`src/rtl/alu_accumulator_pkg.sv`:
```
// rtl/alu_accumulator_pkg.sv - shared encodings for the ALU accumulator
package alu_accumulator_pkg;

    typedef enum logic [1:0] {
        FN_ADD = 2'd0,
        FN_OR  = 2'd1,
        FN_AND = 2'd2,
        FN_CAT = 2'd3
    } fn_t;

    typedef enum logic [1:0] {
        IDLE = 2'd0,
        EXEC = 2'd1,
        HOLD = 2'd2
    } state_t;

endpackage

```
`src/rtl/alu_accumulator_if.sv`:
```
// rtl/alu_accumulator_if.sv - command/result handshake bundle for the ALU accumulator
interface alu_accumulator_if #(parameter int N = 4);

    logic [N-1:0]   a;
    logic [1:0]     func;
    logic           cmd_clear;
    logic           cmd_valid;
    logic           cmd_ready;
    logic           res_valid;
    logic           res_ready;
    logic [2*N-1:0] aluout;
    logic [7:0]     op_count;

    modport master (
        output a, func, cmd_clear, cmd_valid, res_ready,
        input  cmd_ready, res_valid, aluout, op_count
    );

    modport slave (
        input  a, func, cmd_clear, cmd_valid, res_ready,
        output cmd_ready, res_valid, aluout, op_count
    );

endinterface

```
`src/rtl/alu_accumulator_alu_core.sv`:
```
// rtl/alu_accumulator_alu_core.sv - combinational four-function ALU
module alu_core
    import alu_accumulator_pkg::*;
#(
    parameter int N = 4
) (
    input  logic [N-1:0]   a,
    input  logic [N-1:0]   b,
    input  fn_t            func,
    output logic [2*N-1:0] y
);

    always_comb begin
        y = '0;
        unique case (func)
            FN_ADD: y[N:0] = {1'b0, a} + {1'b0, b};
            FN_OR:  y[0]   = |{a, b};
            FN_AND: y[0]   = &{a, b};
            FN_CAT: y      = {a, b};
            default: y     = '0;
        endcase
    end

endmodule

```
`src/rtl/alu_accumulator.sv`:
```
// rtl/alu_accumulator.sv - handshaked accumulator around alu_core
module alu_accumulator
    import alu_accumulator_pkg::*;
#(
    parameter int N = 4
) (
    input  logic             clk,
    input  logic             rst,
    alu_accumulator_if.slave bus
);

    state_t         state_q, state_d;
    logic [N-1:0]   a_q;
    fn_t            fn_q;
    logic           clr_q;
    logic [2*N-1:0] r_q;
    logic [2*N-1:0] alu_y;
    logic [7:0]     cnt_q;
    logic           accept;
    logic           handshake;

    // Operand B is always the low half of the result register as it stood before this op.
    alu_core #(.N(N)) u_alu (
        .a    (a_q),
        .b    (r_q[N-1:0]),
        .func (fn_q),
        .y    (alu_y)
    );

    always_comb begin
        state_d       = state_q;
        bus.cmd_ready = 1'b0;
        bus.res_valid = 1'b0;
        unique case (state_q)
            IDLE: begin
                bus.cmd_ready = 1'b1;
                if (bus.cmd_valid) state_d = EXEC;
            end
            EXEC: state_d = HOLD;
            HOLD: begin
                bus.res_valid = 1'b1;
                if (bus.res_ready) state_d = IDLE;
            end
            default: state_d = IDLE;
        endcase
    end

    assign accept    = (state_q == IDLE) && bus.cmd_valid;
    assign handshake = (state_q == HOLD) && bus.res_ready;

    always_ff @(posedge clk or posedge rst) begin
        if (rst) begin
            state_q <= IDLE;
            a_q     <= '0;
            fn_q    <= FN_ADD;
            clr_q   <= 1'b0;
            r_q     <= '0;
            cnt_q   <= '0;
        end else begin
            state_q <= state_d;
            if (accept) begin
                a_q   <= bus.a;
                fn_q  <= fn_t'(bus.func);
                clr_q <= bus.cmd_clear;
            end
            if (state_q == EXEC) r_q <= clr_q ? '0 : alu_y;
            if (handshake) cnt_q <= cnt_q + 8'd1;
        end
    end

    assign bus.aluout   = r_q;
    assign bus.op_count = cnt_q;

endmodule

```
`src/flat_wrapper.sv`:
```
// flat-port wrapper written by rule: the top's interface ports become plain ports
module alu_accumulator_flat import alu_accumulator_pkg::*;
#(
    parameter int N = 4
)
  (clk, rst, bus_a, bus_func, bus_cmd_clear, bus_cmd_valid, bus_res_ready, bus_cmd_ready, bus_res_valid, bus_aluout, bus_op_count);
  alu_accumulator_if #(.N(N)) bus_i ();
  input  logic clk;
  input  logic rst;
  input wire logic [$bits(bus_i.a)-1:0] bus_a;
  input wire logic [$bits(bus_i.func)-1:0] bus_func;
  input wire logic [$bits(bus_i.cmd_clear)-1:0] bus_cmd_clear;
  input wire logic [$bits(bus_i.cmd_valid)-1:0] bus_cmd_valid;
  input wire logic [$bits(bus_i.res_ready)-1:0] bus_res_ready;
  output wire logic [$bits(bus_i.cmd_ready)-1:0] bus_cmd_ready;
  output wire logic [$bits(bus_i.res_valid)-1:0] bus_res_valid;
  output wire logic [$bits(bus_i.aluout)-1:0] bus_aluout;
  output wire logic [$bits(bus_i.op_count)-1:0] bus_op_count;
  assign bus_i.a = bus_a;
  assign bus_i.func = bus_func;
  assign bus_i.cmd_clear = bus_cmd_clear;
  assign bus_i.cmd_valid = bus_cmd_valid;
  assign bus_i.res_ready = bus_res_ready;
  assign bus_cmd_ready = bus_i.cmd_ready;
  assign bus_res_valid = bus_i.res_valid;
  assign bus_aluout = bus_i.aluout;
  assign bus_op_count = bus_i.op_count;
  alu_accumulator #(.N(N)) u_core (.clk(clk), .rst(rst), .bus(bus_i));
endmodule
```
`config.mk`:
```
export PLATFORM = sky130hd
export DESIGN_NAME = alu_accumulator_flat
export DESIGN_NICKNAME = d
export VERILOG_FILES = /design/src/rtl/alu_accumulator_pkg.sv /design/src/rtl/alu_accumulator_if.sv /design/src/rtl/alu_accumulator_alu_core.sv /design/src/rtl/alu_accumulator.sv /design/src/flat_wrapper.sv
export SDC_FILE = /design/constraint.sdc
export NUM_CORES = 1
export LEC_CHECK = 0
export BUFFER_PORTS_ARGS = -buffer_cell sky130_fd_sc_hd__buf_2
export CAP_MARGIN = 25
export CORE_MARGIN = 4
export CORE_UTILIZATION = 45
export DETAILED_ROUTE_END_ITERATION = 8
export PLACE_DENSITY = 0.67
export REMOVE_ABC_BUFFERS = 1
export SLEW_MARGIN = 20
export SYNTH_ARGS = -nofsm -noshare
export SYNTH_HDL_FRONTEND = slang
export SYNTH_SLANG_ARGS = --single-unit
```
`constraint.sdc`:
```
create_clock -name clk -period 1.96 [get_ports clk]
set_clock_uncertainty 0.15 [all_clocks]
set_input_delay 0.294 -clock clk [delete_from_list [all_inputs] [get_ports clk]]
set_output_delay 0.294 -clock clk [all_outputs]
set_load 0.02 [all_outputs]
```
**Yosys cells after proc, flatten, opt, wreduce, memory -nomap -nowiden**

Index checks and enable logic that the tools add are counted.

- Input port bits: 11
- Register bits: 25
- Logic and storage cells: 34

- Eq/ne operators: 8
- Add/sub/neg operators: 2
- Muxes and demuxes: 9
- Reduce and logical (&&, ||, !) cells: 8

Operators by type and width:

| cell | count |
|---|---|
| adder 8 x 1 -> 8 bit, second input constant | 1 |
| 2-to-1 mux 8 bit | 1 |
| case mux 4 bit (2 select lines) | 1 |
| AND reduction 8 bit | 1 |
| OR reduction 8 bit | 1 |
| == test 2 bit, second input constant | 3 |
| case mux 2 bit (3 select lines) | 1 |
| adder 4 x 4 -> 5 bit | 1 |
| == test 2 x 1 -> 1 bit, second input constant | 2 |
| zero test 2 bit | 2 |
| 2-to-1 mux 2 bit | 2 |
| != test 2 bit, second input constant | 2 |
| AND reduction 2 bit | 2 |
| 2-to-1 mux 3 bit | 1 |
| case mux 1 bit (3 select lines) | 1 |
| logical AND 1 bit | 2 |
| 2-to-1 mux 1 bit | 2 |
| != test 2 x 1 -> 1 bit, second input constant | 1 |

**Longest topological paths before layout**

- Depth after elaboration: 3
- Gate-level depth with buffers: 6
- Depth with buffers taken out: 6

**By module**

A second synthesis with hierarchy kept.

- Cells, all modules: 131
- Area, all modules: 1,403.8 um2

By module, submodules not included:

| module | cells an instance | area each (um2) | times used |
|---|---|---|---|
| alu_accumulator | 87 | 1,087.3 | 1 |
| alu_core | 44 | 316.6 | 1 |

**Worst setup path before layout**

OpenSTA, ideal clock, no wires.

- Kind: reg-to-reg
- From: register u_core.r_q[0], in the netlist u_core.bus.aluout[0]
- To: register u_core.r_q[4], in the netlist u_core.bus.aluout[4]
- Path slack: 0.219 ns
- Setup time: 0.128 ns
- Arrival: 1.463 ns
- Stages on the path, launching flop included: 6
- Cell sequence: dfrtp_1 > ha_1 > fa_1 > a21o_1 > a21oi_1 > o21ai_0

- Longest elaborated chain between the ends: 3

RTL lines:

| what | line | source |
|---|---|---|
| start, declared | alu_accumulator.sv:16 | `logic [2*N-1:0] r_q;` |
| start signal, assigned | alu_accumulator.sv:66 | `if (state_q == EXEC) r_q <= clr_q ? '0 : alu_y;` |
| adder 4 x 4 -> 5 bit | alu_accumulator_alu_core.sv:16 | `FN_ADD: y[N:0] = {1'b0, a} + {1'b0, b};` |
| case mux 4 bit (2 select lines) | alu_accumulator_alu_core.sv:15 | `unique case (func)` |
| 2-to-1 mux 8 bit | alu_accumulator.sv:66 |  |

Every way passes these cells.
A chain may end at the register's enable or synchronous reset.

**Final worst setup path**

- From: register u_core.fn_q[0]
- To: register u_core.r_q[1], in the netlist u_core.bus.aluout[1]

- Longest elaborated chain between the ends: 3
- Elaborated cells between the ends (all ways): 6
- Classes of those cells: eq/ne: 2; mux: 2; reduce/logical: 2

RTL lines:

| what | line | source |
|---|---|---|
| start, declared | alu_accumulator.sv:14 | `fn_t fn_q;` |
| start signal, assigned | alu_accumulator.sv:63 | `fn_q <= fn_t'(bus.func);` |
| == test 2 bit / zero test 2 bit (equally long branches) | alu_accumulator_alu_core.sv:15 |  |
| case mux 4 bit (2 select lines) / != test 2 x 1 -> 1 bit (equally long branches) | n/a |  |
| 2-to-1 mux 8 bit / AND reduction 2 bit (equally long branches) | n/a |  |

Parallel ways exist; a longest one is shown, timed or not.

==> flow_summary.yaml <==
run:
  maxCapViolations: 0
global_route:
  gr-usage-all-layers: 0.140
  antenna_found_initial: 0
  grt_max_degree: 26
  grt_pass1_wl_um: 3880
  grt_pass1_vias: 911
  grt_overflow: 0
floorplanning:
  initial_core_util: 0.490
  die_area_sq_mm: 0.00370
  io_pins: 29
  chipWidth_um: 60.9
  die_y_um: 60.9
  rows: 18
  core_area_sq_mm: 0.00257
synth:
  yosys.area_share.simple: 0.135
  yosys.area_share.adder: 0.105
  syn_inst: 106
  synth_edf_count: 0
  yosysSeqAreaShare: 0.498
  synthXorXnorAreaFrac: 0.0627
  yosys.cell_types.count: 31
  synth_top_family_by_area: "simple AND/OR/NAND/NOR gates"
  mappedNetlistArea_sq_mm: 0.00126
  synth_flop_cell: "dfrtp_1"
  yosys_warnings: 0
  synth_compound_area_frac: 0.120
  synthMuxAreaShare: 0.0537
  synth_async_sr_flop_share: 1.00
  syn_area_per_cell_sq_um: 11.9
  ys_seq_elements: 25
critical_path:
  crit_family: "simple AND/OR/NAND/NOR gates"
  cp-end-kind: "register"
  crit_chain: "inv_1 > ha_1 > or4b_4 > nor2_4 > a22o_1"
  startpoint_type: "register"
  cpPeakStageDelay_ns: 0.55
  critical_path_required_ns: 2.07
  crit_slowest_cell: "or4b_4"
  cp_data_arrival_time_ns: 1.95
  r2r_setup_slack_ns: 0.12
  path_class: "reg -> reg"
  critical_path_buf_inv_count: 1
  crit_fanout: 4
clock_tree:
  ctsHoldBuffers: 1
  cts_tree: "done"
  htree_levels: 1
  cts_buffer_depth: 2
  clock_latency_ns: 0.32
  cts_resized: 0
  root_buffer: "clkbuf_4"
  cts_inserted_buffers: 3
  path_clk_slew_ns: 0.13
  cts.sinks: 25
  post-cts-setup-buffers: 0
route:
  drt_iter0_drc: 25
  drc: 0
  first_pass_iters: 4
  wl_um: 2370
  post_drt_wl_per_cell_um: 14.1
  via_per_inst: 5.28
  dr_total_vias: 887
  final_antenna_net_count: 0
power_and_ir_drop:
  intPower_mw: 1.25
  p_sw_mw: 0.935
  cellLeakagePower_nw: 0.759
  clkPwrFrac: 0.106
  pwr-share-seq: 0.430
  powerDensity_mw_per_mm2: 1490
  switching_share: 0.428
  combinationalPowerShare: 0.464
  vdd_drop_max_uv: 922
placed_design:
  numPortBuffers: 28
  dp.final_hpwl_um: 1870
  placedCellCount: 163
  placedInstanceArea_sq_mm: 0.00143
  pre_cts_ws_ns: 0.147
  gp_congestion: 0.762
sta:
  fin_crit_ns: 1.84
  tightest_slew_ns: 0.355
  hold_ws_ns: 0.0188
  rsz0062_at_grt: "no"
  setup_tns_ns: 0
  fin_ws_ns: 0.119
  max_slew_margin: 0.763
  fmax_ghz: 0.543
  finalHoldViolCount: 0
  final_max_slew_viol_count: 0
  min_period_over_period: 0.939
  setup_viol_count_final: 0
cells_and_area:
  final_area_sq_mm: 0.00147
  fin_cells: 168
  syn2layout_area_growth_pct: 16.6
  fill_cells: 245
  final_net_count: 160
  n_antenna_cell: 0
  drive_gt1_frac: 0.312
worst_hold_path:
  hold_class: "in -> reg"
status:
  status: "completed"
## routing by layer
metal	share of wire	GRT usage	up-vias
met5	0	0	-
met4	0.012	0.0464	0
met3	0.044	0.0255	4
met2	0.46	0.224	20
met1	0.48	0.193	426
li1	-	-	437
## sequential cells by signal, indices dropped and copies added, names as in the netlist
signal	flops
u_core.bus.aluout	8
u_core.bus.op_count	8
u_core.a_q	4
u_core.fn_q	2
u_core.state_q	2
u_core.clr_q	1
## power by group through the flow
| stage | clock network (mW) | logic, mW | registers (mW) |
|---|---|---|---|
| global placement | 0 | 0.994 | 0.934 |
| CTS | 0.239 | 1.03 | 0.937 |
| finish | 0.231 | 1.01 | 0.939 |
| global route | 0.259 | 1.12 | 0.970 |
| detailed placement | 0 | 1.03 | 0.948 |
| floorplan | 0 | 0.640 | 1.02 |
## logic make-up after synthesis
kind of cell / count (synthesis)
AO/OA/AOI/OAI: 20
AND/OR/NAND/NOR: 29
buffers and inverters: 7
adder cells (fa/ha/maj): 10
flip-flops: 25
multiplexers: 6
XOR/XNOR: 9
## cell usage after synthesis, drive strengths merged (2+ instances only)
master	number	area (sq um)
a21o	2	15.0
a21oi	3	15.0
a22o	6	53.8
buf	2	12.5
dfrtp	25	626
ha	9	113
inv	5	18.8
mux2	6	67.6
nand2	7	26.3
nand2b	4	32.5
nand3	3	15.0
nand4	2	12.5
nor2	7	33.8
o21ai	5	25.0
xnor2	5	43.8
xor2	4	35.0
## cells in the final DEF (no fill, tap or decap), drive strengths merged, types with 3 or more instances in the layout
| cell type | instances |
|---|---|
| nand2b | 4 |
| dfrtp | 25 |
| a22o | 6 |
| nand2 | 7 |
| clkbuf | 4 |
| a21oi | 3 |
| xor2 | 4 |
| inv | 5 |
| buf | 29 |
| ha | 9 |
| nand3 | 3 |
| o21ai | 5 |
| nor2 | 7 |
| xnor2 | 5 |
| mux2 | 6 |
## area by class of cell
class	instances	area, sq um	area share
clock buffer	4	26.3	0.0179
inverter	5	18.8	0.0128
multi-input combinational	74	601	0.410
sequential	25	626	0.427
tap	30	37.5	0.0256
timing repair buffer	30	158	0.108
## worst min-delay path: cells and delay by family
kind                   cells  cell delay (ns)
and+or+nand+nor            1             0.03
AOI/OAI and AO/OA          1             0.05
buffers and inverters      1             0.07
## worst paths after layout
| check | start | depth (start not counted) | end |
|---|---|---|---|
| max in group asynchronous | rst | 4 | u_core.fn_q[0] |
| worst min register to register | u_core.bus.op_count[7] | 1 | u_core.bus.op_count[7] |
| min in group asynchronous | rst | 4 | u_core.bus.op_count[7] |
| worst max register to register | u_core.fn_q[0] | 5 | u_core.bus.aluout[1] |
| worst max-delay path | u_core.fn_q[0] | 5 | u_core.bus.aluout[1] |
| worst min-delay path | bus_func[0] | 3 | u_core.fn_q[0] |
## through the flow
step | total power, mW | utilization
2_1_floorplan | 1.66 | -
3_3_place_gp | 1.93 | 0.557
3_5_place_dp | 1.98 | 0.557
4_1_cts | 2.21 | 0.571
5_1_grt | 2.35 | 0.571
6_report | 2.18 | 0.571
Note: power is estimated with default switching activity, not from simulation.
